===== config.mk =====
export PLATFORM = sky130hd
export DESIGN_NAME = bcd_updown_sequencer
export DESIGN_NICKNAME = d
export VERILOG_FILES = /design/src/rtl/bcd_pkg.sv /design/src/rtl/bcd_digit_step.sv /design/src/rtl/bcd_updown_sequencer.sv
export SDC_FILE = /design/constraint.sdc
export NUM_CORES = 1
export LEC_CHECK = 0
export ABC_AREA = 1
export CORE_UTILIZATION = 30
export CTS_CLUSTER_DIAMETER = 150
export DETAILED_ROUTE_END_ITERATION = 8
export GPL_TIMING_DRIVEN = 0
export HOLD_SLACK_MARGIN = 0.08
export PLACE_DENSITY_LB_ADDON = 0.3
export SETUP_SLACK_MARGIN = 0.3
export SLEW_MARGIN = 20
export SYNTH_ARGS = -nofsm -noshare
export SYNTH_HDL_FRONTEND = slang
export SYNTH_HIERARCHICAL = 1
export SYNTH_SLANG_ARGS = --single-unit

===== constraint.sdc =====
create_clock -name clk_i -period 4.5 [get_ports clk_i]
set_clock_uncertainty 0.2 [all_clocks]
set_input_delay 0.9 -clock clk_i [delete_from_list [all_inputs] [get_ports clk_i]]
set_output_delay 0.9 -clock clk_i [all_outputs]
set_load 0.03 [all_outputs]

===== src/rtl/bcd_pkg.sv =====
// Shared encodings for the BCD up/down sequencer: command ops, FSM states, digit limit.
// Pure declarations; no timing or flow-control behaviour of its own.
package bcd_pkg;

   typedef enum logic [1:0] {
      OP_LOAD      = 2'd0,
      OP_SET_LIMIT = 2'd1,
      OP_START     = 2'd2,
      OP_STOP      = 2'd3
   } op_e;

   typedef enum logic [1:0] {
      ST_IDLE = 2'd0,
      ST_RUN  = 2'd1,
      ST_DONE = 2'd2
   } state_e;

   localparam logic [3:0] BCD_MAX = 4'd9;

endpackage


===== src/rtl/bcd_digit_step.sv =====
// One BCD digit of the counter chain: steps up or down by one when enabled.
// Purely combinational; carry/borrow out is only raised while enabled.
module bcd_digit_step
   import bcd_pkg::*;
(
   input  logic [3:0] digit_i,
   input  logic       en_i,
   input  logic       dir_i,
   output logic [3:0] digit_o,
   output logic       cout_o
);

   always_comb begin
      digit_o = digit_i;
      cout_o  = 1'b0;
      if (en_i) begin
         if (dir_i) begin
            if (digit_i >= BCD_MAX) begin
               digit_o = 4'd0;
               cout_o  = 1'b1;
            end else begin
               digit_o = digit_i + 4'd1;
            end
         end else begin
            if (digit_i == 4'd0) begin
               digit_o = BCD_MAX;
               cout_o  = 1'b1;
            end else begin
               digit_o = digit_i - 4'd1;
            end
         end
      end
   end

endmodule


===== src/rtl/bcd_updown_sequencer.sv =====
// Command-driven multi-digit BCD up/down counter with limit stop; all outputs registered, one-cycle latency.
// Accepts at most one command every other cycle (cmd_ready drops for one cycle after each accept).
module bcd_updown_sequencer
   import bcd_pkg::*;
#(
   parameter int unsigned DIGITS = 4
) (
   input  logic                  clk_i,
   input  logic                  rst_ni,
   input  logic                  cmd_valid_i,
   output logic                  cmd_ready_o,
   input  logic [1:0]            cmd_op_i,
   input  logic                  cmd_dir_i,
   input  logic [4*DIGITS-1:0]   cmd_data_i,
   input  logic                  tick_i,
   output logic [4*DIGITS-1:0]   count_o,
   output logic                  running_o,
   output logic                  dir_o,
   output logic                  done_o,
   output logic                  wrap_o,
   output logic                  cmd_err_o
);

   localparam int unsigned W = 4 * DIGITS;

   state_e          state_q, state_d;
   logic [W-1:0]    count_q, count_d;
   logic [W-1:0]    limit_q, limit_d;
   logic            dir_q, dir_d;
   logic            ready_q, ready_d;
   logic            running_q, running_d;
   logic            done_q, done_d;
   logic            wrap_q, wrap_d;
   logic            err_q, err_d;

   logic            accept;
   logic            data_ok;
   logic [W-1:0]    step_count;
   logic [DIGITS:0] en_chain;
   logic [DIGITS-1:0] cout;

   assign accept = cmd_valid_i & ready_q;

   // An accepted command owns the cycle, so a coincident tick is dropped.
   assign en_chain[0] = tick_i & running_q & ~accept;

   for (genvar k = 0; k < DIGITS; k++) begin : g_digit
      bcd_digit_step u_step (
         .digit_i (count_q[4*k +: 4]),
         .en_i    (en_chain[k]),
         .dir_i   (dir_q),
         .digit_o (step_count[4*k +: 4]),
         .cout_o  (cout[k])
      );
      assign en_chain[k+1] = en_chain[k] & cout[k];
   end

   always_comb begin
      data_ok = 1'b1;
      for (int k = 0; k < int'(DIGITS); k++) begin
         if (cmd_data_i[4*k +: 4] > BCD_MAX) data_ok = 1'b0;
      end
   end

   always_comb begin
      state_d = state_q;
      count_d = count_q;
      limit_d = limit_q;
      dir_d   = dir_q;
      ready_d = 1'b1;
      done_d  = 1'b0;
      wrap_d  = 1'b0;
      err_d   = 1'b0;
      if (accept) begin
         ready_d = 1'b0;
         case (op_e'(cmd_op_i))
            OP_LOAD: begin
               if (data_ok) begin
                  count_d = cmd_data_i;
                  if (state_q == ST_DONE) state_d = ST_IDLE;
               end else begin
                  err_d = 1'b1;
               end
            end
            OP_SET_LIMIT: begin
               if (data_ok) limit_d = cmd_data_i;
               else         err_d   = 1'b1;
            end
            OP_START: begin
               dir_d   = cmd_dir_i;
               state_d = ST_RUN;
            end
            OP_STOP: state_d = ST_IDLE;
         endcase
      end else if (en_chain[0]) begin
         count_d = step_count;
         // Carry/borrow escaping the top digit means a full-range wrap.
         wrap_d  = en_chain[DIGITS];
         if (step_count == limit_q) begin
            state_d = ST_DONE;
            done_d  = 1'b1;
         end
      end
      running_d = (state_d == ST_RUN);
   end

   always_ff @(posedge clk_i or negedge rst_ni) begin
      if (!rst_ni) begin
         state_q   <= ST_IDLE;
         count_q   <= '0;
         limit_q   <= '0;
         dir_q     <= 1'b1;
         ready_q   <= 1'b1;
         running_q <= 1'b0;
         done_q    <= 1'b0;
         wrap_q    <= 1'b0;
         err_q     <= 1'b0;
      end else begin
         state_q   <= state_d;
         count_q   <= count_d;
         limit_q   <= limit_d;
         dir_q     <= dir_d;
         ready_q   <= ready_d;
         running_q <= running_d;
         done_q    <= done_d;
         wrap_q    <= wrap_d;
         err_q     <= err_d;
      end
   end

   assign cmd_ready_o = ready_q;
   assign count_o     = count_q;
   assign running_o   = running_q;
   assign dir_o       = dir_q;
   assign done_o      = done_q;
   assign wrap_o      = wrap_q;
   assign cmd_err_o   = err_q;

endmodule


==> impl_metrics.py, run 1 <==
metrics = {
    "status": {
        "status": "finished, final reports clean",
    },
    "worst_setup_path": {
        "crit_type": "flop to flop",
        "critPathMaxFanout": 18,
        "crit_required_ps": 4500,
        "endpoint_kind": "flop",
        "crit_top_cell": "nand2_1",
        "crit_path_top_delay_cell": "dfstp_4",
        "critPathBufInv": 5,
        "cp-start-kind": "flop",
        "slowest_delay_ps": 770,
        "cp.arrival_ps": 3790,
        "crit_family": "simple AND/OR/NAND/NOR gates",
    },
    "run": {
        "maxCapViolations": 0,
    },
    "cells_and_area": {
        "nFillCells": 1140,
        "area_growth_pct": 26.60,
        "nNetsFinal": 588,
        "multi_input_area_mm2": 0.001974,
        "layout-drive-gt1-share": 0.1527,
        "ff_latch_area_mm2": 0.001007,
        "diodes": 0,
    },
    "clock_tree": {
        "clkSinkCount": 40,
        "insertion_delay_ps": 300,
        "cts_max_level": 2,
        "ctsRootBufferMaster": "clkbuf_8",
        "cts.path.max_buffers": 2,
        "numCtsBuffers": 5,
        "cts_tree": "yes",
        "cts.reportedPaths.clkPinSlew_ps": 90,
        "hold_buffers": 0,
    },
    "yosys": {
        "synth_area_mm2": 0.003293,
        "synth_top_family_by_area": "simple AND/OR/NAND/NOR gates",
        "synth-simple-area-share": 0.3332,
        "syn_area_per_cell_um2": 6.748,
        "synth-compound-area-share": 0.1603,
        "ys_types": 30,
        "ys_ff_latch": 40,
        "muxShareOfSynthArea": 0.003419,
        "seq_area_frac_synth": 0.3047,
        "synth_nets": 527,
        "syn_inst": 488,
        "synth_adder_area_share": 0.06079,
        "synth-xor-area-share": 0.02394,
        "ys_warn_count": 6,
    },
    "route": {
        "wl_um": 8904,
        "dr.pass1.iters": 4,
        "route.detailed.drc": 0,
        "vias_per_cell": 4.754,
        "ant_nets": 0,
        "drtIter0Drc": 183,
        "wire_per_inst_um": 12.98,
        "num_vias": 3261,
    },
    "floorplanning": {
        "die_h_um": 106.8,
        "chipWidth_um": 106.8,
        "io_pins": 45,
        "dieArea_mm2": 0.01140,
        "initial_core_util": 0.3148,
        "core_area_mm2": 0.01046,
        "fp-row-count": 37,
    },
    "sta": {
        "finalSetupTns_ps": 0,
        "clock.fmax_ghz": 0.2639,
        "worstMarginPinSlew_ps": 507.0,
        "maxSlewHeadroom": 0.6620,
        "fin_crit_ps": 3789,
        "slew_violations": 0,
        "hold_viol_final": 0,
        "setup_viol": 0,
        "period_share": 0.8421,
        "rsz0062_at_grt": "no",
    },
    "global_routing": {
        "grt_overflow": 0,
        "antenna_found_initial": 0,
        "grt_max_degree": 30,
        "grt_pass1_vias": 3073,
        "grt_pass1_wl_um": 14770,
        "track_usage": 0.1624,
    },
    "place": {
        "dp_hpwl_um": 6626,
        "gp_congestion": 0.8585,
        "io_buffer_count": 44,
    },
    "pwr": {
        "max-vdd-ir-drop_v": 0.0003401,
        "p_leak_nw": 2.127,
        "power_density_mw_per_mm2": 541.5,
        "finalPower_mw": 2.257,
    },
    "min_path": {
        "min-delay-path-class": "input pin to async pin",
    },
}
## worst paths after layout
kind / cells past startpoint / from / end / slack, ps
min in group clk_i: 2 / limit_q[4]$_DFFE_PN0P_ / limit_q[4]$_DFFE_PN0P_ / 300
max in group asynchronous: 2 / rst_ni / count_o[14]$_DFFE_PN0P_ / 3380
worst max register to register: 28 / dir_o$_DFFE_PN1P_ / running_o$_DFF_PN0_ / 710
worst min-delay path: 1 / rst_ni / running_o$_DFF_PN0_ / 270
worst min register to register: 2 / limit_q[4]$_DFFE_PN0P_ / limit_q[4]$_DFFE_PN0P_ / 300
worst max-delay path: 28 / dir_o$_DFFE_PN1P_ / running_o$_DFF_PN0_ / 710
## cells by family (layout without fill, tap and decap cells)
family          count (synthesis)  in the layout
mux                             1              1
buf+inv                        92            154
simple gates                  241            241
fa+ha+maj                      16             16
compound gates                 89             89
flops                          40             40
xor+xnor                        9              9
## Yosys cell counts, drive strengths merged
cell type  instances  area, um^2
clkbuf             2       7.510
or2                1       6.260
dfrtp             38       950.9
nor2              58       230.2
nor3               2       10.01
mux2               1       11.26
nand4              7       43.79
inv               83       311.5
o211ai             8       60.06
dfstp              2       52.55
ha                16       200.2
o21a              13       97.59
o21ai             27       135.1
nand2            133       529.3
a21boi             3       22.52
xor2               4       35.03
buf                7       55.05
nor3b              3       22.52
nand3             37       255.2
xnor2              5       43.79
a21oi             38       212.7
## area by class of cell
class,instances,share of cell area
plain buffers,9,0.01501
clock buffers,5,0.01651
flip-flops and latches,40,0.2416
repair buffers,54,0.1267
inverters,83,0.07563
well taps,136,0.04082
clock inverters,3,0.01020
multi-input cells,356,0.4736
## sequential cells by signal, summed over array words and instances, names as in the netlist
name         cells
count_o         16
wrap_o           1
cmd_err_o        1
done_o           1
running_o        1
cmd_ready_o      1
dir_o            1
state_q          2
limit_q         16
## worst register-to-register path, delay by kind of cell (launching register included)
family	cells	cell delay, ps
DFF	1	770
AOI/OAI and AO/OA	3	260
and+or+nand+nor	20	2000
buffers and inverters	5	450
## cells in the final DEF, fill, tap and decap left out, drive strengths merged, types with 8 or more instances in the layout
master         count
ha                16
o21ai             27
clkdlybuf4s50     41
inv               82
nand2            133
nor2              58
nand3             37
o211ai             8
a21oi             38
dfrtp             38
buf               18
o21a              13
## what timing repair did
| item | 4_1_cts | 5_1_grt |
|---|---|---|
| pin swaps | 3 | 7 |
| setup endpoints to repair | 11 | 4 |
| cloned | 0 | 0 |
| endpoints found under the hold margin | 0 | 0 |
| gates resized for setup | 9 | 12 |
| buffers inserted | 8 | 1 |
## report_power, final
part | internal [mW] | switching, mW
logic | 0.509 | 0.771
clock network | 0.164 | 0.137
registers | 0.471 | 0.205
total | 1.14 | 1.11
## stage by stage
| stage | std cells | utilization | cell area [um^2] | hold slack [ps] | setup WS [ps] |
|---|---|---|---|---|---|
| 6_report | 686 | 0.3985 | 4169 | 265.5 | 710.6 |
| 5_1_grt | 686 | 0.3985 | 4169 | 280.1 | 394.6 |
| 4_1_cts | 685 | 0.3948 | 4130 | 271.5 | 322.8 |
| 3_5_place_dp | 669 | 0.3750 | 3924 | 283.9 | -1130 |
| 3_3_place_gp | 668 | 0.3736 | 3909 | 277.0 | -1098 |
| 2_1_floorplan | 488 | - | 3298 | 258.7 | 325.8 |
## metal layers
layer / track usage / vias up / routed length, um
met5: 0 / - / 0
met4: 0.03620 / 0 / 68
met3: 0.01945 / 5 / 518
met2: 0.2696 / 68 / 4184
met1: 0.2252 / 1521 / 4132
li1: - / 1667 / -
Power figures use the tool's default switching activity.
==> run 2: changes to the inputs <==
- clock period: 4.5 -> 3.2 ns (I/O delays scaled with it)
==> run 2 against run 1 <==
Compared with the run above: the flow now finishes with violations (negative setup slack); critical path depth up 2; clock-buffer cell count up 1; final cell count is 2.9% higher; register-to-register slack worse by 920 ps; clock power rose by 18%; largest cell class unchanged.
==> impl_metrics.py, run 2 (synthesis results as in run 1) <==
metrics = {
    "status": {
        "status": "complete, but fails checks",
        "violations": "negative setup slack",
    },
    "global_routing": {
        "antenna_found_initial": 0,
        "track_usage": 0.1677,
        "grt_pass1_wl_um": 15120,
        "grt_overflow": 0,
        "grt_max_degree": 30,
        "grt_pass1_vias": 3068,
    },
    "sta": {
        "setup_viol": 4,
        "clock.fmax_ghz": 0.2931,
        "finalHoldWorstSlack_ps": 305.1,
        "fin_crit_ps": 3412,
        "slew_violations": 0,
        "rsz0062_at_grt": "yes",
        "maxSlewHeadroom": 0.6622,
        "hold_viol_final": 0,
        "finalWorstSetupSlack_ps": -212.1,
        "worstMarginPinSlew_ps": 506.7,
        "period_share": 1.066,
    },
    "floorplanning": {
        "die_h_um": 106.8,
        "core_area_mm2": 0.01046,
        "chipWidth_um": 106.8,
        "initial_core_util": 0.3148,
        "fp-row-count": 37,
        "dieArea_mm2": 0.01140,
        "io_pins": 45,
    },
    "cells_and_area": {
        "fin_cells": 706,
        "final_util": 0.4210,
        "diodes": 0,
        "ff_latch_area_mm2": 0.001012,
        "layout-drive-gt1-share": 0.2193,
        "stdcell_area_mm2": 0.004404,
        "layout_common_cells": "115 x nand2_1, 70 x inv_1, 49 x nor2_1",
        "nNetsFinal": 608,
        "nFillCells": 1130,
        "multi_input_area_mm2": 0.002061,
        "area_growth_pct": 33.74,
        "final_common_cell": "nand2_1",
    },
    "run": {
        "maxCapViolations": 0,
    },
    "place": {
        "io_buffer_count": 44,
        "gp_congestion": 0.8499,
        "place_area_mm2": 0.003975,
        "dp.cells": 669,
        "dp_hpwl_um": 6565,
    },
    "clock_tree": {
        "insertion_delay_ps": 290,
        "cts.reportedPaths.clkPinSlew_ps": 80,
        "ctsRootBufferMaster": "clkbuf_8",
        "clkSinkCount": 40,
        "numCtsBuffers": 5,
        "cts_tree": "yes",
        "cts_max_level": 2,
        "cts.path.max_buffers": 2,
    },
    "worst_setup_path": {
        "critPathMaxFanout": 8,
        "crit-reg2reg-launch": "count_o[0]$_DFFE_PN0P_",
        "endpoint_kind": "flop",
        "slowest_delay_ps": 450,
        "cp.arrival_ps": 3400,
        "cp-startpoint": "count_o[0]$_DFFE_PN0P_",
        "crit_required_ps": 3190,
        "crit_path_top_delay_cell": "dfrtp_2",
        "crit_type": "flop to flop",
        "cp-start-kind": "flop",
    },
    "pwr": {
        "p_leak_nw": 2.209,
        "finalPower_mw": 3.306,
        "max-vdd-ir-drop_v": 0.0003997,
        "power_density_mw_per_mm2": 750.7,
    },
    "route": {
        "wire_per_inst_um": 13.22,
        "num_vias": 3338,
        "vias_per_cell": 4.728,
        "route.detailed.drc": 0,
        "dr.pass1.iters": 4,
        "wl_um": 9332,
        "drtIter0Drc": 175,
        "ant_nets": 0,
    },
    "min_path": {
        "min-delay-path-class": "flop to flop",
        "min-delay-start": "limit_q[1]$_DFFE_PN0P_",
    },
}
-- run 2: changes by cell type in the layout (fill, tap and decap cells not counted), moves of 3 or more --
cell,change
inv_4,+3
o21ai_0,-5
buf_4,+17
nand2_1,-4
o21ai_1,+4
dfrtp_1,-4
dfrtp_2,+4
a21oi_1,-3
inv_1,-4
nand2_2,+3
-- run 2: power by group --
| group | switching, mW | leakage [nW] | internal, mW |
|---|---|---|---|
| clock | 0.183 | 0.0510 | 0.172 |
| sequential | 0.274 | 0.469 | 0.668 |
| combinational | 1.19 | 1.69 | 0.821 |
-- run 2: routing by layer --
layer / share of wire / track usage / wire length [um] / up-vias
li1: - / - / - / 1705
met5: 0 / 0 / 0 / -
met2: 0.47 / 0.2756 / 4412 / 43
met4: 0.0098 / 0.03327 / 91 / 0
met1: 0.49 / 0.2346 / 4589 / 1584
met3: 0.025 / 0.02249 / 237 / 6
-- run 2: worst paths after layout --
check	endpoint	cells past startpoint	slack, ps
max reg2reg	running_o$_DFF_PN0_	30	-210
min reg2reg	limit_q[1]$_DFFE_PN0P_	2	310
max in group asynchronous	count_o[0]$_DFFE_PN0P_	3	1770
min	limit_q[1]$_DFFE_PN0P_	2	310
max	running_o$_DFF_PN0_	30	-210
min in group asynchronous	running_o$_DFF_PN0_	2	560
-- run 2: area by class of cell --
cell class	instances	share of cell area
timing repair buffer	74	0.1548
clock inverter	2	0.002273
sequential	40	0.2298
tap	136	0.03864
buffer	9	0.01420
clock buffer	6	0.01875
inverter	83	0.07358
multi-input combinational	356	0.4679
-- run 2: through the flow --
stage,TNS (ps),worst slack (ps)
after floorplan,-273.6,-142.5
after global placement,-10160,-1340
after detailed placement,-10790,-1395
after CTS,-690.5,-239.3
after global routing,-1687,-507.8
final,-579.6,-212.1
-- run 2: critical path, delay by kind of cell, from the launching register on --
family	cells	cell delay, ps
AND/OR/NAND/NOR	21	1970
flip-flops	1	450
buffers and inverters	5	310
AO/OA/AOI/OAI	3	230
adder cells (fa/ha/maj)	1	140
-- run 2: repair_timing --
action,CTS,global route
hold endpoints to repair,9,0
hold buffers,1,0
setup buffers,23,5
resized for setup,15,27
pin swaps,4,13
cloned,0,0
endpoints found under the setup margin,13,13
